--- config.mk ---
export PLATFORM = sky130hd
export DESIGN_NAME = cmos_raw8_capture
export DESIGN_NICKNAME = d
export VERILOG_FILES = /design/src/rtl/cmos_raw8_capture_pkg.sv /design/src/rtl/cmos_raw8_capture_fps_counter.sv /design/src/rtl/cmos_raw8_capture.sv
export SDC_FILE = /design/constraint.sdc
export NUM_CORES = 1
export LEC_CHECK = 0
export BUFFER_PORTS_ARGS = -buffer_cell sky130_fd_sc_hd__buf_2
export CAP_MARGIN = 30
export CORE_ASPECT_RATIO = 1.25
export CORE_MARGIN = 1
export CORE_UTILIZATION = 38
export CTS_BUF_LIST = sky130_fd_sc_hd__clkbuf_4 sky130_fd_sc_hd__clkbuf_8
export DETAILED_ROUTE_END_ITERATION = 16
export PLACE_DENSITY = 0.62
export SLEW_MARGIN = 20
export SYNTH_ARGS = -nofsm -noshare
export SYNTH_HDL_FRONTEND = slang
export SYNTH_SLANG_ARGS = --single-unit
--- constraint.sdc ---
create_clock -name clk -period 3.4 [get_ports clk]
set_input_delay 0.68 -clock clk [delete_from_list [all_inputs] [get_ports clk]]
set_output_delay 0.68 -clock clk [all_outputs]
set_load 0.05 [all_outputs]
--- src/rtl/cmos_raw8_capture_pkg.sv ---
// Shared types and helpers for the CMOS RAW8 capture front-end.
//   cap_state_e : capture sequencer states (sync to frame gap, skip frames, run)
//   sat_inc11   : 11-bit saturating increment used by the geometry counters
//   sat_inc8    : 8-bit saturating increment used by the frame-rate counter
package cmos_raw8_capture_pkg;

  typedef enum logic [1:0] {
    StSync = 2'd0,
    StSkip = 2'd1,
    StRun  = 2'd2
  } cap_state_e;

  function automatic logic [10:0] sat_inc11(input logic [10:0] v);
    return (v == 11'h7ff) ? v : v + 11'd1;
  endfunction

  function automatic logic [7:0] sat_inc8(input logic [7:0] v);
    return (v == 8'hff) ? v : v + 8'd1;
  endfunction

endpackage

--- src/rtl/cmos_raw8_capture_fps_counter.sv ---
// Frame-rate meter: counts frame ends inside a free-running window of CLK_FREQ clk cycles.
//   clk           in  pixel clock
//   rst           in  asynchronous active-high reset
//   frame_end     in  one-cycle pulse per completed frame
//   cmos_fps_rate out frames counted in the last completed window (saturates at 255)
module cmos_fps_counter
  import cmos_raw8_capture_pkg::*;
#(
  parameter int unsigned CLK_FREQ = 24_000_000
) (
  input  logic       clk,
  input  logic       rst,
  input  logic       frame_end,
  output logic [7:0] cmos_fps_rate
);

  localparam int unsigned WinW = (CLK_FREQ > 1) ? $clog2(CLK_FREQ) : 1;
  localparam logic [WinW-1:0] WinLast = WinW'(CLK_FREQ - 1);

  logic [WinW-1:0] win_q, win_d;
  logic [7:0]      frm_q, frm_d;
  logic [7:0]      rate_q, rate_d;
  logic [7:0]      frm_inc;

  always_comb begin
    // A frame end on the boundary cycle belongs to the window that is closing.
    frm_inc = frame_end ? sat_inc8(frm_q) : frm_q;
    win_d   = win_q + WinW'(1);
    frm_d   = frm_inc;
    rate_d  = rate_q;
    if (win_q == WinLast) begin
      win_d  = '0;
      frm_d  = 8'd0;
      rate_d = frm_inc;
    end
  end

  always_ff @(posedge clk or posedge rst) begin
    if (rst) begin
      win_q  <= '0;
      frm_q  <= 8'd0;
      rate_q <= 8'd0;
    end else begin
      win_q  <= win_d;
      frm_q  <= frm_d;
      rate_q <= rate_d;
    end
  end

  assign cmos_fps_rate = rate_q;

endmodule

--- src/rtl/cmos_raw8_capture.sv ---
// CMOS RAW8 capture front-end: registers the sensor interface, normalises vsync to
// active-high, drops the first FRAME_SKIP complete frames, then passes frame-aligned
// vsync/href/data on to the Bayer interpolator. Also checks frame geometry and
// measures the frame rate.
//   clk, rst                in  pixel clock, asynchronous active-high reset
//   cmos_vsync/href/data    in  raw sensor interface
//   cmos_frame_vsync/href   out gated, active-high frame/line valid (2-cycle latency)
//   cmos_frame_data         out gated pixel data, 0 outside valid pixels
//   capture_en              out high once frames are being passed through
//   frame_err               out one-cycle pulse at frame end on a geometry mismatch
//   cmos_fps_rate           out frames counted in the last measurement window
module cmos_raw8_capture
  import cmos_raw8_capture_pkg::*;
#(
  parameter logic        CMOS_VSYNC_VALID = 1'b1,
  parameter logic [9:0]  IMG_HDISP        = 10'd640,
  parameter logic [9:0]  IMG_VDISP        = 10'd480,
  parameter logic [3:0]  FRAME_SKIP       = 4'd10,
  parameter int unsigned CLK_FREQ         = 24_000_000
) (
  input  logic       clk,
  input  logic       rst,
  input  logic       cmos_vsync,
  input  logic       cmos_href,
  input  logic [7:0] cmos_data,
  output logic       cmos_frame_vsync,
  output logic       cmos_frame_href,
  output logic [7:0] cmos_frame_data,
  output logic       capture_en,
  output logic       frame_err,
  output logic [7:0] cmos_fps_rate
);

  // Input stage
  logic       vs_in;
  logic       vs_d1_q, vs_d2_q;
  logic       href_d1_q, href_d2_q;
  logic [7:0] data_d1_q, data_d2_q;
  // Tracks that d2 holds real pin data rather than reset values.
  logic [1:0] fill_q;

  assign vs_in = CMOS_VSYNC_VALID ? cmos_vsync : ~cmos_vsync;

  always_ff @(posedge clk or posedge rst) begin
    if (rst) begin
      vs_d1_q   <= 1'b0;
      vs_d2_q   <= 1'b0;
      href_d1_q <= 1'b0;
      href_d2_q <= 1'b0;
      data_d1_q <= 8'd0;
      data_d2_q <= 8'd0;
      fill_q    <= 2'b00;
    end else begin
      vs_d1_q   <= vs_in;
      vs_d2_q   <= vs_d1_q;
      href_d1_q <= cmos_href;
      href_d2_q <= href_d1_q;
      data_d1_q <= cmos_data;
      data_d2_q <= data_d1_q;
      fill_q    <= {fill_q[0], 1'b1};
    end
  end

  logic frame_start, frame_end, line_end;
  assign frame_start = vs_d1_q & ~vs_d2_q;
  assign frame_end   = ~vs_d1_q & vs_d2_q;
  assign line_end    = ~href_d1_q & href_d2_q;

  // Capture sequencer
  cap_state_e state_q, state_d;
  logic [3:0] skip_q, skip_d;

  always_comb begin
    state_d = state_q;
    skip_d  = skip_q;
    case (state_q)
      StSync: begin
        // Only a genuine vsync-inactive sample counts, so a reset released mid-frame
        // waits for that frame to finish before any counting starts.
        if (fill_q[1] && !vs_d2_q) begin
          skip_d  = 4'd0;
          state_d = (FRAME_SKIP == 4'd0) ? StRun : StSkip;
        end
      end
      StSkip: begin
        if (frame_end) begin
          skip_d = skip_q + 4'd1;
          if (skip_d == FRAME_SKIP) begin
            state_d = StRun;
          end
        end
      end
      StRun:   state_d = StRun;
      default: state_d = StSync;
    endcase
  end

  always_ff @(posedge clk or posedge rst) begin
    if (rst) begin
      state_q <= StSync;
      skip_q  <= 4'd0;
    end else begin
      state_q <= state_d;
      skip_q  <= skip_d;
    end
  end

  logic run;
  logic href_gate;
  assign run       = (state_q == StRun);
  assign href_gate = href_d2_q & vs_d2_q & run;

  // Geometry check
  logic [10:0] pix_q, pix_d, pix_inc;
  logic [10:0] line_q, line_d, line_inc;
  logic        h_bad_q, h_bad_d, h_bad_now;
  logic        line_end_v;

  always_comb begin
    // Lines outside vsync are ignored entirely.
    line_end_v = line_end & vs_d2_q & run;
    // Include the current cycle's pixel/line so the last pixel of a line and a line
    // ending on the frame-end cycle are both accounted for.
    pix_inc    = href_gate ? sat_inc11(pix_q) : pix_q;
    line_inc   = line_end_v ? sat_inc11(line_q) : line_q;
    h_bad_now  = h_bad_q | (line_end_v & (pix_inc != {1'b0, IMG_HDISP}));
    pix_d      = 11'd0;
    line_d     = 11'd0;
    h_bad_d    = 1'b0;
    if (run) begin
      pix_d   = line_end_v ? 11'd0 : pix_inc;
      line_d  = frame_start ? 11'd0 : line_inc;
      h_bad_d = frame_start ? 1'b0 : h_bad_now;
    end
    frame_err = run & frame_end & (h_bad_now | (line_inc != {1'b0, IMG_VDISP}));
  end

  always_ff @(posedge clk or posedge rst) begin
    if (rst) begin
      pix_q   <= 11'd0;
      line_q  <= 11'd0;
      h_bad_q <= 1'b0;
    end else begin
      pix_q   <= pix_d;
      line_q  <= line_d;
      h_bad_q <= h_bad_d;
    end
  end

  // Outputs come straight from cleared flops, so they drop as soon as rst rises.
  assign cmos_frame_vsync = vs_d2_q & run;
  assign cmos_frame_href  = href_gate;
  assign cmos_frame_data  = href_gate ? data_d2_q : 8'd0;
  assign capture_en       = run;

  cmos_fps_counter #(
    .CLK_FREQ(CLK_FREQ)
  ) u_fps (
    .clk          (clk),
    .rst          (rst),
    .frame_end    (frame_end),
    .cmos_fps_rate(cmos_fps_rate)
  );

endmodule
# Yosys cells after proc, flatten, opt, wreduce, memory -nomap -nowiden

Index checks and enable logic that the tools add are counted.

Register bits: 92
Input bits: 12

Multiplexer cells: 22
Equality and inequality tests: 12
Bitwise gates (word level): 16
$add $sub $neg: 5
Reduce and logical (&&, ||, !) cells: 6

Operator list:

| kind                    | count |
|---|---|
| $mux W11                | 8 |
| $mux W8                 | 4 |
| $add A25 B1 Y25 const B | 1 |
| $eq A25 B25 Y1 const B  | 1 |
| $mux W25                | 1 |
| $add A11 B1 Y11 const B | 2 |
| $eq A11 B11 Y1 const B  | 2 |
| $and A1 B1 Y1           | 11 |
| $ne A11 B10 Y1 const B  | 1 |
| $ne A11 B9 Y1 const B   | 1 |
| $add A8 B1 Y8 const B   | 1 |
| $eq A8 B8 Y1 const B    | 1 |
| $mux W4                 | 2 |
| $pmux W4 S2             | 1 |
| $mux W2                 | 3 |
| $ne A2 B2 Y1 const B    | 3 |
| $pmux W2 S3             | 1 |
| $reduce_and A3 Y1       | 2 |
| $add A4 B1 Y4 const B   | 1 |
| $eq A4 B4 Y1 const B    | 1 |
| $not A1 Y1              | 3 |
| $eq A2 B1 Y1 const B    | 1 |
| $eq A2 B2 Y1 const B    | 1 |
| $logic_not A2 Y1        | 1 |
| other kinds (5)         | 7 |

# Depth between registers and ports, before layout

Gate-level depths: netlist of run 1.

Depth in word-level cells: 8
Depth in mapped cells: 10

# Modules after synthesis

A second synthesis of run 1 with hierarchy kept.

Cells, all modules: 445
Area, all modules: 4531.8 µm²

Modules (own cells, without submodules):

| module            | sequential area each (µm²) | cells each | times used | area each (µm²) |
|---|---|---|---|---|
| cmos_raw8_capture | 1276.2                     | 244        | 1          | 2487.4 |
| cmos_fps_counter  | 1026.0                     | 201        | 1          | 2044.5 |

# Worst setup path after synthesis of run 1

OpenSTA, ideal clock, no wires.

Path type: register -> output
Start: register state_q[0]
End: output port frame_err
Stages on the path, launching flop included: 11
Buffers on the path: 1
Required time: 2.720 ns
Arrival: 2.935 ns
Slack: -0.215 ns
Path through: dfrtp_1 > inv_1 > ha_1 > nand3_2 > inv_1 > buf_2 > a41oi_1 > a31oi_1 > nor2_1 > o2111a_1 > o21ai_1

Longest elaborated chain between the ends: 8
Elaborated cells on any way between the ends: 12

RTL lines:

| element                | RTL line                 | source |
|---|---|---|
| start, declared        | cmos_raw8_capture.sv:70  | `cap_state_e state_q, state_d;` |
| start signal, assigned | cmos_raw8_capture.sv:100 | `state_q <= StSync;` |
| start signal, assigned | cmos_raw8_capture.sv:103 | `state_q <= state_d;` |
| $eq A2 B2 Y1           | cmos_raw8_capture.sv:110 | `assign run = (state_q == StRun);` |
| net capture_en         | cmos_raw8_capture.sv:29  | `output logic capture_en,` |
| $and A1 B1 Y1          | cmos_raw8_capture.sv:111 | `assign href_gate = href_d2_q & vs_d2_q & run;` |
| net cmos_frame_href    | cmos_raw8_capture.sv:27  | `output logic cmos_frame_href,` |
| $mux W11               | cmos_raw8_capture.sv:124 | `pix_inc = href_gate ? sat_inc11(pix_q) : pix_q;` |
| $ne A11 B10 Y1         | cmos_raw8_capture.sv:126 | `h_bad_now = h_bad_q \| (line_end_v & (pix_inc != {1'b0, IMG_HDISP}));` |
| $and A1 B1 Y1          | cmos_raw8_capture.sv:126 |  |
| $or A1 B1 Y1           | cmos_raw8_capture.sv:126 |  |
| $or A1 B1 Y1           | cmos_raw8_capture.sv:135 | `frame_err = run & frame_end & (h_bad_now \| (line_inc != {1'b0, IMG_VDISP}));` |
| $and A1 B1 Y1          | cmos_raw8_capture.sv:135 |  |
| end, declared          | cmos_raw8_capture.sv:30  | `output logic frame_err,` |

The timed path passes the listed nets, and every way through them passes these cells.

# Final worst setup path of run 1

Start: register state_q[0]
End: output port frame_err

Longest elaborated chain between the ends: 8
Elaborated cells on any way between the ends: 12

RTL lines:

| element         | RTL line |
|---|---|
| $eq A2 B2 Y1 *  | cmos_raw8_capture.sv:110 |
| $and A1 B1 Y1   | cmos_raw8_capture.sv:111 |
| $mux W11        | cmos_raw8_capture.sv:124 |
| $ne A11 B10 Y1  | cmos_raw8_capture.sv:126 |
| $and A1 B1 Y1   | cmos_raw8_capture.sv:126 |
| $or A1 B1 Y1    | cmos_raw8_capture.sv:126 |
| $or A1 B1 Y1    | cmos_raw8_capture.sv:135 |
| $and A1 B1 Y1 * | cmos_raw8_capture.sv:135 |

Mark *: on every way between the ends. The rest lies on a longest branch, timed or not.

==> qor.txt, run 1 <==
Synth area leader -> dfrtp_1
Layout Cells excl Fill -> 601
Clock Root Buffer -> clkbuf_8
Worst-skew pair later-pin latency -> 0.36 ns
Core area -> 0.0111 mm2
Count of input and output buffers -> 31
First-pass detailed-route iteration total -> 10
Min Tclk post-route -> 3.19 ns
Clock sinks -> 92
Synth top area share -> 52.5%
Crit path max fanout -> 7
Share of cells above drive strength 1 -> 16.5%
Number of fill cells -> 1,067
Cell with the most instances after synthesis -> dfrtp_1
Slew at the pin closest to its max-slew limit -> 0.713 ns
Initial antenna violation count -> 0
Yosys warns -> 0
Vias in the first global route -> 3,195
Clk pin slew, worst setup/hold paths -> 0.09 ns
Startpoint types -> register
# IOs -> 32
FP Rows -> 43
Worst Path Buf+Inv -> 3
Pin count of the biggest net entering global routing -> 54
Post-Synthesis Cells -> 429
GRT Util Overall -> 15.2%
FFs w/ async S/R, synth -> 100%
Tot Pwr -> 2380 uW
Post-synth net total -> 450
Antenna-violating nets left -> 0
First-pass GRT wire length -> 14,400 um
Area contributors post-synth -> dfrtp_1, xnor2_1, nor2_1, xor2_1, nand2_1
Design Area, Final -> 0.00490 mm2
Number of H-tree levels -> 3
Peak VDD IR -> 0.186 mV
Num CTS Buffers -> 9
Mapped Avg Cell Area -> 10.2 um2
CTS max path bufs -> 2
Initial Util -> 39.3%
Drt first-iter violations -> 137
Seq/Total Area, Yosys -> 52.5%
Worst min-delay path class -> register to register
Maxcap violations -> 0
Post-synth cell types -> 50
Critical path's slowest cell -> dfrtp_1
Most frequent CP cell -> o2111a_1
Crit path kind -> register to primary output
Wirelength per Cell -> 13.7 um
Final hold vios -> 0
Worst EP required -> 2.72 ns
Failing checks -> design-rule violations
RSZ-0062 raised after global routing -> false
Worst Clk Skew -> 0.00987 ns
# diodes -> 0
Rel. slew slack -> 52.5%
Delay-heaviest family, CP -> simple AND/OR/NAND/NOR gates
Setup TNS -> 0 ns
Die Area -> 0.0120 mm2
PD cells -> 486 mW/mm2
DRC -> 4
Most frequent cells after synthesis -> dfrtp_1, nor2_1, nand2_1
CTS tree -> built
Final nets -> 483
Final setup vio count -> 0
Routed vias -> 3,132
Placed Area -> 0.00469 mm2
GRT Residual Overflow -> 0
Post-CTS Setup Bufs -> 0
Die width -> 98.0 um
Flops & latches, synth -> 92
Outcome -> finished with violations
Routed WL -> 8250 um
Worst setup EP type -> primary output
LEAKAGE -> 0.00222 uW
Post-DP HPWL -> 5780 um
Area growth, synth to finish -> 11.9%
Placed cells -> 586
Max-slew violation count -> 0
Synthesized cell area -> 0.00438 mm2
GP Congestion -> 0.830
EDFF count, synth -> 0
Crit path cell chain -> inv_1 -> ha_2 -> nand3_4 -> inv_2 -> and3_2 -> and3_1 -> o2111a_1 -> o2111a_1 -> o21ai_2 -> clkbuf_4
Die H -> 122 um
Post-synth top flop -> dfrtp_1
Post-DR vias/cell -> 5.21
Slowest stage delay, CP -> 0.41 ns
Period utilization -> 93.9%
CP Data Arrival Time -> 2.51 ns
Fmax -> 313 MHz
==> sequential cells by signal (all words and copies together), names as in the netlist <==
signal	flops
data_d1_q	8
fill_q	2
href_d2_q	1
h_bad_q	1
u_fps.win_q	25
u_fps.cmos_fps_rate	8
skip_q	4
line_q	11
pix_q	11
data_d2_q	8
href_d1_q	1
state_q	2
vs_d2_q	1
u_fps.frm_q	8
vs_d1_q	1
==> where the power goes <==
| group | switching (uW) | total, uW | internal [uW] |
|---|---|---|---|
| sequential | 63.5 | 1230 | 1160 |
| clock | 379 | 668 | 289 |
| combinational | 323 | 488 | 165 |
| total | 766 | 2380 | 1620 |
==> layout make-up <==
type	instances	area [um2]	area share, %
clock buffers	11	145	2.96
clock inverters	4	26.3	0.536
inverters	10	38.8	0.791
multi-input cells	313	2010	41.0
flip-flops and latches	92	2300	47.0
well taps	135	169	3.44
repair buffers	36	208	4.24
==> stage by stage <==
| step | setup slack [ns] | utilization [%] | hold slack (ns) |
|---|---|---|---|
| 5_1_grt | 0.0439 | 44.0 | 0.356 |
| 3_3_place_gp | 0.438 | 42.1 | 0.332 |
| 6_report | 0.207 | 44.0 | 0.352 |
| 3_5_place_dp | 0.319 | 42.1 | 0.338 |
| 2_1_floorplan | 0.0285 | - | 0.331 |
| 4_1_cts | 0.0194 | 43.7 | 0.356 |
==> what timing repair did <==
action | in CTS | in global routing
resized for setup | 3 | 11
hold buffers | 0 | 0
endpoints found under the hold margin | 0 | 0
endpoints found under the setup margin | 1 | 1
==> logic make-up (layout without fill, tap and decap cells) <==
family,after synthesis,in the layout,share of synthesized area (%)
buffers and inverters,24,61,2.51
adders and majority gates,9,9,2.57
and+or+nand+nor,194,194,23.8
DFF,92,92,52.5
other,1,1,0.0856
xor gates and xnor gates,41,41,8.20
AOI/OAI and AO/OA,59,59,8.20
muxes,9,9,2.08
==> worst paths after layout <==
check | from | depth (start not counted) | to | slack [ns]
worst max-delay path | state_q[0] | 10 | frame_err | 0.21
worst min-delay path | data_d1_q[3] | 0 | data_d2_q[3] | 0.35
worst max register to register | u_fps.win_q[21] | 6 | u_fps.win_q[7] | 1.27
worst min register to register | data_d1_q[3] | 0 | data_d2_q[3] | 0.35
max in group asynchronous | rst | 3 | line_q[1] | 2.28
min in group asynchronous | rst | 2 | u_fps.win_q[6] | 0.40
==> cells in the final DEF (no fill, tap or decap), types with 7 or more instances in the layout <==
cell / netlist / final
a21oi_1: 18 / 18
a31oi_1: 8 / 8
and2_1: 17 / 16
and3_1: 11 / 10
buf_2: 7 / 30
clkbuf_8: 0 / 10
dfrtp_1: 92 / 90
ha_1: 9 / 7
inv_1: 10 / 8
mux2i_1: 8 / 8
nand2_1: 35 / 35
nand3_1: 24 / 24
nand4_1: 11 / 11
nor2_1: 52 / 52
nor3_1: 8 / 7
o21ai_0: 20 / 20
xnor2_1: 23 / 23
xor2_1: 18 / 18
==> worst reg2reg max path, stage by stage (launching register included) <==
cell	delay [ns]
dfrtp_1	0.38
nand2_1	0.14
nor4_1	0.26
and4_1	0.28
and2_1	0.61
buf_4	0.29
nor2_1	0.06
==> layer usage <==
layer,GRT usage (%),vias to the layer above,part of all wire (%)
met1,18.3,1545,46
met3,2.24,10,2.8
met5,0,-,0
li1,-,1536,-
met2,26.1,41,50
met4,8.52,0,2.0
Note: power is estimated with default switching activity, not from simulation.
==> inputs of run 2 (changes only) <==
--- a/config.mk
+++ b/config.mk
@@ -13,6 +13,7 @@
 export CTS_BUF_LIST = sky130_fd_sc_hd__clkbuf_4 sky130_fd_sc_hd__clkbuf_8
 export DETAILED_ROUTE_END_ITERATION = 16
 export PLACE_DENSITY = 0.62
+export SKIP_LAST_GASP = 1
 export SLEW_MARGIN = 20
 export SYNTH_ARGS = -nofsm -noshare
 export SYNTH_HDL_FRONTEND = slang
==> constraint.sdc (replaced) <==
create_clock -name clk -period 3.5 [get_ports clk]
set_input_delay 0.7 -clock clk [delete_from_list [all_inputs] [get_ports clk]]
set_output_delay 0.7 -clock clk [all_outputs]
set_load 0.05 [all_outputs]
==> qor.txt, run 2 (same netlist as run 1, synthesis figures left out) <==
Outcome -> finished with violations
Failing checks -> design-rule violations
Initial antenna violation count -> 0
Drt first-iter violations -> 155
Placed cells -> 586
Worst setup EP type -> primary output
Cells on worst reg2reg path -> 9
CTS tree -> built
Peak VDD IR -> 0.190 mV
# diodes -> 0
Initial Util -> 39.3%
First-pass GRT wire length -> 14,000 um
Most common cell after layout, fill and taps aside -> dfrtp_1
Crit path kind -> register to primary output
Final setup vio count -> 0
Pin count of the biggest net entering global routing -> 48
Core area -> 0.0111 mm2
LEAKAGE -> 0.00225 uW
Period utilization -> 94.5%
Min Tclk post-route -> 3.31 ns
GRT Util Overall -> 14.8%
Largest regs -> u_fps.win_q x25, line_q x11, pix_q x11
# IOs -> 32
Antenna-violating nets left -> 0
Post-DP HPWL -> 5800 um
Worst-skew pair later-pin latency -> 0.37 ns
Final Core Density -> 44.6%
RSZ-0062 raised after global routing -> false
PD cells -> 481 mW/mm2
DRC -> 4
Worst setup margin -> 0.194 ns
Startpoint types -> register
Top reg by flops -> u_fps.win_q
Area growth, synth to finish -> 13.4%
Worst Clk Skew -> 0.00963 ns
Layout Cells excl Fill -> 606
Routed WL -> 8280 um
Maxcap violations -> 0
Die Area -> 0.0120 mm2
Number of H-tree levels -> 3
Final nets -> 487
Clk pin slew, worst setup/hold paths -> 0.10 ns
Setup TNS -> 0 ns
FP Rows -> 43
GP Congestion -> 0.825
Hold_buf cts -> 0
Die width -> 98.0 um
Num CTS Buffers -> 9
Worst EP required -> 2.80 ns
Clock sinks -> 92
Rel. slew slack -> 65.5%
Post-DR vias/cell -> 5.14
Slew at the pin closest to its max-slew limit -> 0.518 ns
Slowest stage delay, CP -> 0.49 ns
Number of fill cells -> 1,078
Share of cells above drive strength 1 -> 16.8%
Critical path's slowest cell -> dfrtp_1
First-pass detailed-route iteration total -> 10
Crit path max fanout -> 8
Most frequent cells in the layout -> dfrtp_1, nor2_1, nand2_1
CTS max path bufs -> 2
Count of input and output buffers -> 31
Die H -> 122 um
CP Data Arrival Time -> 2.61 ns
Max reg flops -> 25
Final hold vios -> 0
Place WS -> 0.313 ns
Clock Root Buffer -> clkbuf_8
GRT Residual Overflow -> 0
Max-slew violation count -> 0
Routed vias -> 3,113
Fmax -> 302 MHz
Wirelength per Cell -> 13.7 um
Vias in the first global route -> 3,065
Crit path cell chain -> ha_2 -> nand3_1 -> nor3_2 -> nand2b_2 -> mux2i_1 -> o41ai_2 -> o21ai_2 -> clkbuf_4
Worst min-delay path class -> input pin to asynchronous set/reset pin
==> run 2: path summary, 6_finish.rpt <==
| kind | startpoint | endpoint | slack, ns |
|---|---|---|---|
| max | line_q[0] | frame_err | 0.19 |
| max reg2reg | state_q[0] | h_bad_q | 1.42 |
| min | rst | data_d1_q[6] | 0.22 |
| min reg2reg | data_d1_q[3] | data_d2_q[3] | 0.35 |
| min in group clk | data_d1_q[3] | data_d2_q[3] | 0.35 |
| max in group asynchronous | rst | line_q[1] | 2.49 |
==> run 2: layer usage <==
metal / vias to the layer above / GRT usage, % / part of all wire (%)
met5: - / 0 / 0
met4: 0 / 7.95 / 2.0
met2: 44 / 24.7 / 49
li1: 1557 / - / -
met1: 1500 / 18.8 / 46
met3: 12 / 1.95 / 3.1
==> run 2: metrics by stage <==
stage	hold WS (ns)	total power (uW)	area (um2)
2_1_floorplan	0.331	1550	4390
3_3_place_gp	0.333	1660	4690
3_5_place_dp	0.336	1680	4690
4_1_cts	0.353	2420	4910
5_1_grt	0.230	2540	4970
6_report	0.220	2390	4970
==> run 2: area by class of cell <==
class	instances	area (um2)	area share [%]
repair buffers	40	250	5.03
multi-input cells	313	2010	40.3
flip-flops and latches	92	2300	46.3
well taps	135	169	3.40
inverters	10	42.5	0.856
clock inverters	7	76.3	1.54
clock buffers	9	124	2.49
==> run 2: power breakdown <==
part,internal (uW),switching [uW]
logic,168,319
clock network,287,430
registers,1130,59.7
==> run 2: worst max-delay path, delay by kind of cell, from the launching register on <==
| family | cells | cell delay [ns] |
|---|---|---|
| AOI/OAI and AO/OA | 2 | 0.46 |
| adders and majority gates | 1 | 0.30 |
| buffers and inverters | 1 | 0.22 |
| DFF | 1 | 0.49 |
| muxes | 1 | 0.13 |
| and+or+nand+nor | 3 | 0.64 |
==> run 2: what timing repair did <==
item	in CTS	in global routing
setup endpoints to repair	1	1
gates resized for setup	1	9
buffers inserted	3	0
==> inputs of run 3 (changes only) <==
==> constraint.sdc (replaced) <==
create_clock -name clk -period 3.5 [get_ports clk]
set_input_delay 0 -clock clk [delete_from_list [all_inputs] [get_ports clk]]
set_output_delay 0 -clock clk [all_outputs]
set_load 0.05 [all_outputs]
==> qor.txt, run 3 (same netlist as run 1, synthesis figures left out) <==
PD cells -> 500 mW/mm2
LEAKAGE -> 0.00229 uW
Rel. slew slack -> 53.5%
Final hold vios -> 0
Worst Clk Skew -> 0.00835 ns
Fmax -> 360 MHz
Resized cells post-CTS -> 0
CTS tree -> built
Peak VDD IR -> 0.233 mV
Pin count of the biggest net entering global routing -> 42
Top reg by flops -> u_fps.win_q
# IOs -> 32
Crit path kind -> register to primary output
Placed cells -> 586
Worst EP required -> 3.50 ns
Number of fill cells -> 1,070
Post-DR vias/cell -> 5.15
Num CTS Buffers -> 9
Max reg flops -> 25
Comb power frac -> 18.5%
Clock sinks -> 92
Post-DP HPWL -> 6030 um
FP Rows -> 43
Die H -> 122 um
Max-slew violation count -> 0
Maxcap violations -> 0
Sequential Power Share -> 47.3%
Hold Worst Slack -> 0.263 ns
Wirelength per Cell -> 13.7 um
Psw -> 749 uW
Crit path max fanout -> 15
Final setup vio count -> 0
Area growth, synth to finish -> 14.7%
Setup TNS -> 0 ns
Clock power share -> 34.2%
DRC -> 3
GRT Util Overall -> 15.2%
RSZ-0062 raised after global routing -> false
Count of input and output buffers -> 31
Slew at the pin closest to its max-slew limit -> 0.696 ns
Layout Cells excl Fill -> 613
Routed WL -> 8410 um
Startpoint types -> register
Number of H-tree levels -> 3
Share of cells above drive strength 1 -> 13.8%
Sw Ratio -> 29.8%
Routed vias -> 3,160
Die width -> 98.0 um
Largest regs -> u_fps.win_q x25, line_q x11, pix_q x11
Initial Util -> 39.3%
CP Data Arrival Time -> 2.77 ns
Drt first-iter violations -> 116
GRT Residual Overflow -> 0
Period utilization -> 79.3%
Vias in the first global route -> 3,118
# diodes -> 0
First-pass GRT wire length -> 14,400 um
Worst-skew pair later-pin latency -> 0.36 ns
Worst setup EP type -> primary output
Min Tclk post-route -> 2.77 ns
Tot Pwr -> 2510 uW
P_int -> 1770 uW
Worst min-delay path class -> input pin to asynchronous set/reset pin
First-pass detailed-route iteration total -> 10
Failing checks -> design-rule violations
Core area -> 0.0111 mm2
Clock Root Buffer -> clkbuf_8
Most frequent cells in the layout -> dfrtp_1, nor2_1, nand2_1
Outcome -> finished with violations
Most common cell after layout, fill and taps aside -> dfrtp_1
Initial antenna violation count -> 0
Final nets -> 494
CTS max path bufs -> 2
Clk pin slew, worst setup/hold paths -> 0.09 ns
Die Area -> 0.0120 mm2
GP Congestion -> 0.863
Antenna-violating nets left -> 0
Final Core Density -> 45.1%
==> run 3: final timing paths <==
kind,from,endpoint,slack (ns),cells after the start
min,rst,pix_q[9],0.26,3
min reg2reg,data_d1_q[2],data_d2_q[2],0.35,0
max in group asynchronous,rst,u_fps.frm_q[0],2.44,4
max reg2reg,state_q[0],h_bad_q,1.24,9
min in group clk,cmos_data[5],data_d1_q[5],0.27,2
max,state_q[0],frame_err,0.73,10
==> run 3: layout make-up <==
| class | count | area [um2] | share of cell area (%) |
|---|---|---|---|
| Clock buffer | 9 | 124 | 2.46 |
| Inverter | 10 | 38.8 | 0.772 |
| Tap cell | 135 | 169 | 3.36 |
| Multi-Input combinational cell | 313 | 1970 | 39.2 |
| Sequential cell | 92 | 2300 | 45.8 |
| Clock inverter | 7 | 121 | 2.41 |
| Timing Repair Buffer | 47 | 303 | 6.02 |
==> run 3: power groups by stage <==
stage | combinational, uW | clock [uW] | sequential, uW
final | 465 | 860 | 1190
after global routing | 518 | 932 | 1200
after CTS | 472 | 889 | 1190
after detailed placement | 463 | 0 | 1210
after global placement | 456 | 0 | 1210
after floorplan | 355 | 0 | 1200
==> run 3: per-stage QoR <==
step,area (um2),setup slack (ns)
after detailed placement,4670,1.10
after global placement,4670,1.15
final,5030,0.725
after CTS,5030,0.680
after floorplan,4380,0.565
after global routing,5030,0.452
==> run 3: repair_timing <==
action,CTS,global route
hold buffers,11,0
buffers inserted,0,0
hold endpoints to repair,49,0
==> run 3: routing by layer <==
metal	GRT usage, %	vias up	part of all wire, %
met5	0	-	0
met4	8.90	0	3.0
met3	3.21	22	3.5
met2	25.5	51	48
met1	18.1	1521	45
li1	-	1566	-
==> run 3: worst max-delay path, stage by stage, from the launching register on <==
cell and delay (ns):
dfrtp_1 0.41, inv_1 0.08, ha_1 0.24, nand3_2 0.16
inv_1 0.32, and3_1 0.31, nor2_1 0.08, o2111a_1 0.25
o2111a_1 0.16, o21ai_1 0.13, buf_2 0.28
